<file path="config.mk">
export PLATFORM = sky130hd
export DESIGN_NAME = even_writeback_pipe
export DESIGN_NICKNAME = d
export VERILOG_FILES = /design/src/rtl/even_writeback_pipe_pkg.sv /design/src/rtl/even_writeback_pipe_fwd_select.sv /design/src/rtl/even_writeback_pipe.sv
export SDC_FILE = /design/constraint.sdc
export NUM_CORES = 1
export LEC_CHECK = 0
export CORE_ASPECT_RATIO = 0.7
export CORE_MARGIN = 5
export CORE_UTILIZATION = 30
export DETAILED_ROUTE_END_ITERATION = 6
export SYNTH_ARGS = -nofsm -noshare
export SYNTH_HDL_FRONTEND = slang
export SYNTH_HIERARCHICAL = 1
export SYNTH_SLANG_ARGS = --single-unit
</file>
<file path="constraint.sdc">
create_clock -name clock -period 2.62 [get_ports clock]
set_input_delay 0.262 -clock clock [delete_from_list [all_inputs] [get_ports clock]]
set_output_delay 0.262 -clock clock [all_outputs]
set_load 0.02 [all_outputs]
</file>
<file path="src/rtl/even_writeback_pipe_pkg.sv">
// ============================================================================
// Module   : even_writeback_pipe_pkg
// Purpose  : Shared stage-entry type and constants for the even writeback pipe.
// Revision : 1.0
// ============================================================================
`default_nettype none

package even_writeback_pipe_pkg;

  localparam int c_depth_default = 7;
  localparam int c_spec_stages   = 3;

  typedef struct packed {
    logic           valid;
    logic           wr_en;
    logic [6:0]     rt;
    logic [2:0]     latency;
    logic [0:127]   result;
  } stage_t;

  // Unit latencies below 2 are not physical; latencies past the last stage saturate.
  function automatic logic [2:0] clamp_latency(input logic [2:0] lat, input int depth);
    logic [2:0] r;
    r = lat;
    if (lat < 3'd2)
      r = 3'd2;
    else if (int'(lat) > depth)
      r = 3'(depth);
    return r;
  endfunction

endpackage

`default_nettype wire

</file>
<file path="src/rtl/even_writeback_pipe_fwd_select.sv">
// ============================================================================
// Module   : fwd_select
// Purpose  : Youngest-match priority search over pipe stages for forwarding.
// Revision : 1.0
// ============================================================================
`default_nettype none

module fwd_select
  import even_writeback_pipe_pkg::*;
#(
  parameter int DEPTH = c_depth_default
) (
  input  stage_t [DEPTH-1:0] stages,
  input  logic [6:0]         addr,
  output logic               hit,
  output logic               pending,
  output logic [0:127]       data
);

  logic w_found;

  // Index 0 is stage 1; the first match found is the youngest and is final.
  always_comb begin
    hit     = 1'b0;
    pending = 1'b0;
    data    = '0;
    w_found = 1'b0;
    for (int i = 0; i < DEPTH; i++) begin
      if (!w_found && stages[i].valid && stages[i].wr_en && (stages[i].rt == addr)) begin
        w_found = 1'b1;
        if ((i + 1) >= int'(stages[i].latency)) begin
          hit  = 1'b1;
          data = stages[i].result;
        end else begin
          pending = 1'b1;
        end
      end
    end
  end

endmodule

`default_nettype wire

</file>
<file path="src/rtl/even_writeback_pipe.sv">
// ============================================================================
// Module   : even_writeback_pipe
// Purpose  : Fixed-depth result staging pipe with forwarding and RF writeback.
// Revision : 1.0
// ============================================================================
`default_nettype none

module even_writeback_pipe
  import even_writeback_pipe_pkg::*;
#(
  parameter int DEPTH = c_depth_default
) (
  input  logic         clock,
  input  logic         reset,
  input  logic         in_valid,
  input  logic [0:127] in_result,
  input  logic [6:0]   in_rt,
  input  logic         in_wr_en,
  input  logic [2:0]   in_latency,
  input  logic         flush,
  input  logic [6:0]   fwd_addr,
  output logic         fwd_hit,
  output logic [0:127] fwd_data,
  output logic         fwd_pending,
  output logic         wb_en,
  output logic [6:0]   wb_addr,
  output logic [0:127] wb_data
);

  stage_t [DEPTH-1:0] r_stage;
  stage_t             w_in_entry;
  stage_t             w_last;

  always_comb begin
    w_in_entry         = '0;
    w_in_entry.valid   = 1'b1;
    w_in_entry.wr_en   = in_wr_en;
    w_in_entry.rt      = in_rt;
    w_in_entry.latency = clamp_latency(in_latency, DEPTH);
    w_in_entry.result  = in_result;
  end

  // r_stage[i] holds stage i+1; a flush kills whatever currently sits in stages 1..3.
  always_ff @(posedge clock or negedge reset) begin
    if (!reset) begin
      r_stage <= '0;
    end else begin
      r_stage[0] <= (in_valid && !flush) ? w_in_entry : '0;
      for (int i = 1; i < DEPTH; i++) begin
        if (flush && (i <= c_spec_stages))
          r_stage[i] <= '0;
        else
          r_stage[i] <= r_stage[i-1];
      end
    end
  end

  assign w_last  = r_stage[DEPTH-1];
  assign wb_en   = w_last.valid & w_last.wr_en;
  assign wb_addr = wb_en ? w_last.rt : '0;
  assign wb_data = wb_en ? w_last.result : '0;

  fwd_select #(
    .DEPTH(DEPTH)
  ) u_fwd_select (
    .stages  (r_stage),
    .addr    (fwd_addr),
    .hit     (fwd_hit),
    .pending (fwd_pending),
    .data    (fwd_data)
  );

endmodule

`default_nettype wire
</file>
Word level (Yosys, flattened, before mapping). Index checks and enable logic that the tools add are counted.

Logic and storage cells: 128. Output and inout port bits: 266. Register bits: 977. Bits of input ports: 150.

Reduce and logical (&&, ||, !) cells: 28. $lt $le $gt $ge: 7. Eq/ne operators: 7. Mux-type cells: 51. Bitwise operators: 1.

Operators by type and width (number): 128-bit 2-to-1 mux (14); 140-bit 2-to-1 mux (4); 7-bit == test (7); 1-bit 2-to-1 mux (31); 1-bit logical AND (21); 3-bit >= comparator, first input constant (3); 1-bit logical NOT (7); 7-bit 2-to-1 mux (1); 2-bit by 3-bit >= comparator with 1-bit output, first input constant (2); 1-bit by 3-bit >= comparator with 1-bit output, first input constant (1); 3-bit by 2-bit < comparator with 1-bit output, second input constant (1); 3-bit 2-to-1 mux (1); 1-bit bitwise AND (1).

Depth between registers and ports, before layout. Gate-level depths: netlist of run 1.

Depth in word-level cells: 33. Depth in mapped cells: 12. Gate-level depth less buffers: 7.

Modules after synthesis. The synthesis of run 1 kept the hierarchy.

By module, submodules not included: even_writeback_pipe (sequential area each 24523.5 sq um, area an instance 29488.3 sq um, instances 1, cells an instance 1771); fwd_select (sequential area each 0.0 sq um, area an instance 7128.1 sq um, instances 1, cells an instance 1140).

Least setup slack after synthesis of run 1. OpenSTA, ideal clock, no wires.

Path type: input-to-output. Start: input fwd_addr[2]. End: output fwd_data[1] (netlist name). Arrival time: 2468 ps. Cell stages on the path: 10. Required time: 2358 ps. Buffers on the path: 3. Path slack: -110 ps. Cell sequence: buf_2 -> xor2_1 -> nor4_2 -> nand3_1 -> nor2_1 -> buf_6 -> clkbuf_1 -> a22oi_1 -> and3_1 -> o21ai_0.

Longest elaborated chain between the ends: 33. Elaborated cells on any way between the ends: 50. Those cells by class: 7 x eq/ne; 18 x mux; 25 x reduce/logical.

RTL lines: start, declared (RTL line even_writeback_pipe.sv:21) `input logic [6:0] fwd_addr,`; 7-bit == test (RTL line even_writeback_pipe_fwd_select.sv:29) `if (!w_found && stages[i].valid && stages[i].wr_en && (stages[i].rt == addr)) begin`; 1-bit logical AND (RTL line even_writeback_pipe_fwd_select.sv:29); 1-bit 2-to-1 mux (RTL line even_writeback_pipe_fwd_select.sv:29); 1-bit logical NOT (RTL line even_writeback_pipe_fwd_select.sv:29); 1-bit logical AND (3 in a row) (RTL line even_writeback_pipe_fwd_select.sv:29); 1-bit 2-to-1 mux (RTL line even_writeback_pipe_fwd_select.sv:29); 1-bit logical NOT (RTL line even_writeback_pipe_fwd_select.sv:29); 1-bit logical AND (3 in a row) (RTL line even_writeback_pipe_fwd_select.sv:29); [... 7 more ...]; 1-bit logical AND (3 in a row) (RTL line even_writeback_pipe_fwd_select.sv:29); 1-bit 2-to-1 mux (RTL line even_writeback_pipe_fwd_select.sv:29); 1-bit logical NOT (RTL line even_writeback_pipe_fwd_select.sv:29); 1-bit logical AND (3 in a row) (RTL line even_writeback_pipe_fwd_select.sv:29); 1-bit 2-to-1 mux (RTL line even_writeback_pipe_fwd_select.sv:29); 1-bit logical NOT (RTL line even_writeback_pipe_fwd_select.sv:29); 1-bit logical AND (3 in a row) (RTL line even_writeback_pipe_fwd_select.sv:29); 128-bit 2-to-1 mux (*) (RTL line even_writeback_pipe_fwd_select.sv:29); end, declared (RTL line even_writeback_pipe.sv:23) `output logic [0:127] fwd_data,`.

Every way passes the cells marked *; elsewhere a longest branch is shown, timed or not.

Worst setup path in the final report of run 1.
Start: register r_stage[557] (netlist name). End: output fwd_data[39] (netlist name).

Longest elaborated chain between the ends: 18. Elaborated cells on any way between the ends: 23. Those cells by class: 1 x eq/ne; 9 x mux; 13 x reduce/logical.

RTL lines: start, declared (RTL line even_writeback_pipe.sv:30) `stage_t [DEPTH-1:0] r_stage;`; start signal, assigned by index (RTL line even_writeback_pipe.sv:53) `r_stage[i] <= r_stage[i-1];`; 7-bit == test (*) (RTL line even_writeback_pipe_fwd_select.sv:29); 1-bit logical AND (*) (RTL line even_writeback_pipe_fwd_select.sv:29); 1-bit 2-to-1 mux (RTL line even_writeback_pipe_fwd_select.sv:29); 1-bit logical NOT (RTL line even_writeback_pipe_fwd_select.sv:29); 1-bit logical AND (3 in a row) (RTL line even_writeback_pipe_fwd_select.sv:29); 1-bit 2-to-1 mux (RTL line even_writeback_pipe_fwd_select.sv:29); 1-bit logical NOT (RTL line even_writeback_pipe_fwd_select.sv:29); 1-bit logical AND (3 in a row) (RTL line even_writeback_pipe_fwd_select.sv:29); 1-bit 2-to-1 mux (RTL line even_writeback_pipe_fwd_select.sv:29); 1-bit logical NOT (RTL line even_writeback_pipe_fwd_select.sv:29); 1-bit logical AND (3 in a row) (RTL line even_writeback_pipe_fwd_select.sv:29); 128-bit 2-to-1 mux (*) (RTL line even_writeback_pipe_fwd_select.sv:29).

Marked as above.

==> results of run 1 <==
layout make-up:
cell class | count | area share [%]
timing repair buffer | 773 | 17.0
sequential | 977 | 48.1
clock buffer | 137 | 5.43
inverter | 28 | 0.212
clock inverter | 42 | 0.933
antenna | 7 | 0.0345
tap | 1635 | 4.02
multi-input combinational | 1667 | 24.2
power breakdown:
part / internal [mW] / switching [mW] / leakage [nW]
Combinational: 0.441 / 0.662 / 9.51
Sequential: 15.3 / 0.143 / 13.5
Clock: 8.25 / 6.00 / 1.61
what timing repair did:
item / in CTS / in global routing
pin swaps: 109 / 159
gates cloned: 9 / 17
buffers inserted: 21 / 56
hold endpoints to repair: 411 / 0
setup endpoints to repair: 266 / 266
hold buffers: 2 / 0
resized for setup: 645 / 304
through the flow:
stage	hold WS [ns]	worst slack, ns	power, mW
after floorplan	-0.0336	-0.0430	16.1
after global placement	0.256	-1.45	16.9
after detailed placement	0.253	-1.48	16.9
after CTS	0.0626	-1.24	31.2
after global routing	0.0978	-1.28	32.0
final	0.139	-1.17	30.8
metal layers:
| layer | GRT usage, % | part of all wire, % | up-vias |
|---|---|---|---|
| met1 | 24.9 | 45 | 13200 |
| li1 | - | - | 11400 |
| met5 | 0 | 0.022 | - |
| met3 | 4.32 | 6.4 | 173 |
| met2 | 28.4 | 46 | 738 |
| met4 | 5.29 | 2.8 | 4 |
worst reg2reg max path: stages, from the launching register on:
cell	delay, ns
dfrtp_1	0.38
buf_4	0.14
nor2b_1	0.12
path summary, 6_finish.rpt:
path / start / endpoint / cells past startpoint
max in group asynchronous: reset / r_stage[614]$_DFF_PN0_ / 3
worst max-delay path: r_stage[557]$_DFF_PN0_ / fwd_data[39] / 11
worst min register to register: r_stage[688]$_DFF_PN0_ / r_stage[828]$_DFF_PN0_ / 0
worst max register to register: r_stage[410]$_DFF_PN0_ / r_stage[550]$_DFF_PN0_ / 2
worst min-delay path: in_result[27] / r_stage[100]$_DFF_PN0_ / 2
min in group asynchronous: reset / r_stage[809]$_DFF_PN0_ / 2
==> impl_metrics.yaml, run 1 <==
sta:
  hold_viol: 0
  fmax_mhz: 264
  period_share_pct: 144
  rsz0062_at_grt: "yes"
  tightestPinTransition_ns: 1.03
  final-setup-viol-count: 265
  period_minus_slack_ns: 3.79
  fin_skew_ns: 0.0117
  drv_slew: 0
  worst_slack_ns: -1.17
  maxSlewHeadroom_pct: 31.4
  fin_setup_tns_ns: -207.29
clock_tree:
  cts_num_sinks: 977
  cts_tree: "built"
  htreeDepth: 3
  root_buffer: "clkbuf_16"
  cts_buffers: 97
  clk_path_buf_depth: 3
  path_clk_slew_ns: 0.06
  clk_latency_ns: 0.66
placed_design:
  dpl.cell_count: 4980
  dpl-instance-area_sq_um: 44800
  gp_congestion: 0.803
  numPortBuffers: 415
  dp_hpwl_microns: 78000
pwr:
  power_density_nw_per_um2: 607
  power_leakage_nw: 24.6
  vdd_ir_drop_max_mv: 0.399
logic_synthesis:
  synth_area_sq_um: 36500
  synth_nets: 3058
  syn_area_per_cell_sq_um: 12.6
  synth_cells: 2908
  yosys_warnings: 6
worst_setup_path:
  critPathKind: "reg2out"
  cp_data_required_time_ns: 2.36
  critPathCaptureType: "primary output"
  crit_buf_inv: 4
  path_cells: "xor2_1 > nor4_2 > buf_4 > and4b_1 > and4_4 > buf_12 > bufbuf_16 > nand2b_1 > a221oi_2 > o21ai_1 > buf_4"
  critPathMaxFanout: 7
  startpoint_type: "register"
  reg2reg_slack_ns: 1.84
  critical_path.top_delay_family: "simple AND/OR/NAND/NOR gates"
  critical-path-max-stage-delay_ns: 0.39
  cp.arrival_ns: 3.52
  crit_slowest_cell: "dfrtp_1"
  crit_top_cell: "buf_4"
layout:
  nets: 3694
  final_area_sq_um: 50800
  n_fill_cell: 11300
  final_util_pct: 41.9
  final_common_cell: "dfrtp_1"
  seq_area_sq_um: 24500
  reg_top3: "r_stage (977)"
  final_cells: 5266
  drive_gt1_share_pct: 24.5
  largest-register: "r_stage"
  largest_reg_flops: 977
  syn_to_final_growth_pct: 39.1
  multiInputGateArea_sq_um: 12300
  final_cell_mix: "975 x dfrtp_1, 340 x nor2b_1, 277 x clkdlybuf4s50_1, 228 x buf_4, 147 x and2_1"
drt:
  ant_nets: 0
  finalWirelength_microns: 122000
  num_vias: 25600
  wl_per_cell_microns: 23.2
  drtIter0Drc: 2284
  first_pass_iters: 7
  vias_per_cell: 4.86
  drc: 8
die:
  fp.dieW_microns: 427
  die_h_microns: 302
  row_count: 107
  start_util_pct: 30.1
  ios: 416
  dieArea_sq_um: 129000
  coreArea_sq_um: 121000
status:
  violations: "DRC, setup timing"
  status: "finished, violations left"
hold_path:
  min_path_type: "in2reg"
global_route:
  grt_max_degree: 161
  grt_pass1_vias: 26400
  gr-total-overflow: 0
  antenna_found_initial: 16
  grt_pass1_wl_microns: 175000
  grt_usage_pct: 18.0
run:
  maxCapViolations: 0
No activity file was read; power rests on OpenSTA's default activity.
==> inputs of run 2 (changes only) <==
CAP_MARGIN = 20   (was not set)
CTS_CLUSTER_SIZE = 30   (was not set)
==> results of run 2 <==
Same layout as run 1: the final DEF is identical, and so are final timing and power.
==> inputs of run 3 (changes only) <==
CTS_CLUSTER_SIZE = not set   (was 30)
==> results of run 3 <==
Same layout as run 1: the final DEF is identical, and so are final timing and power.
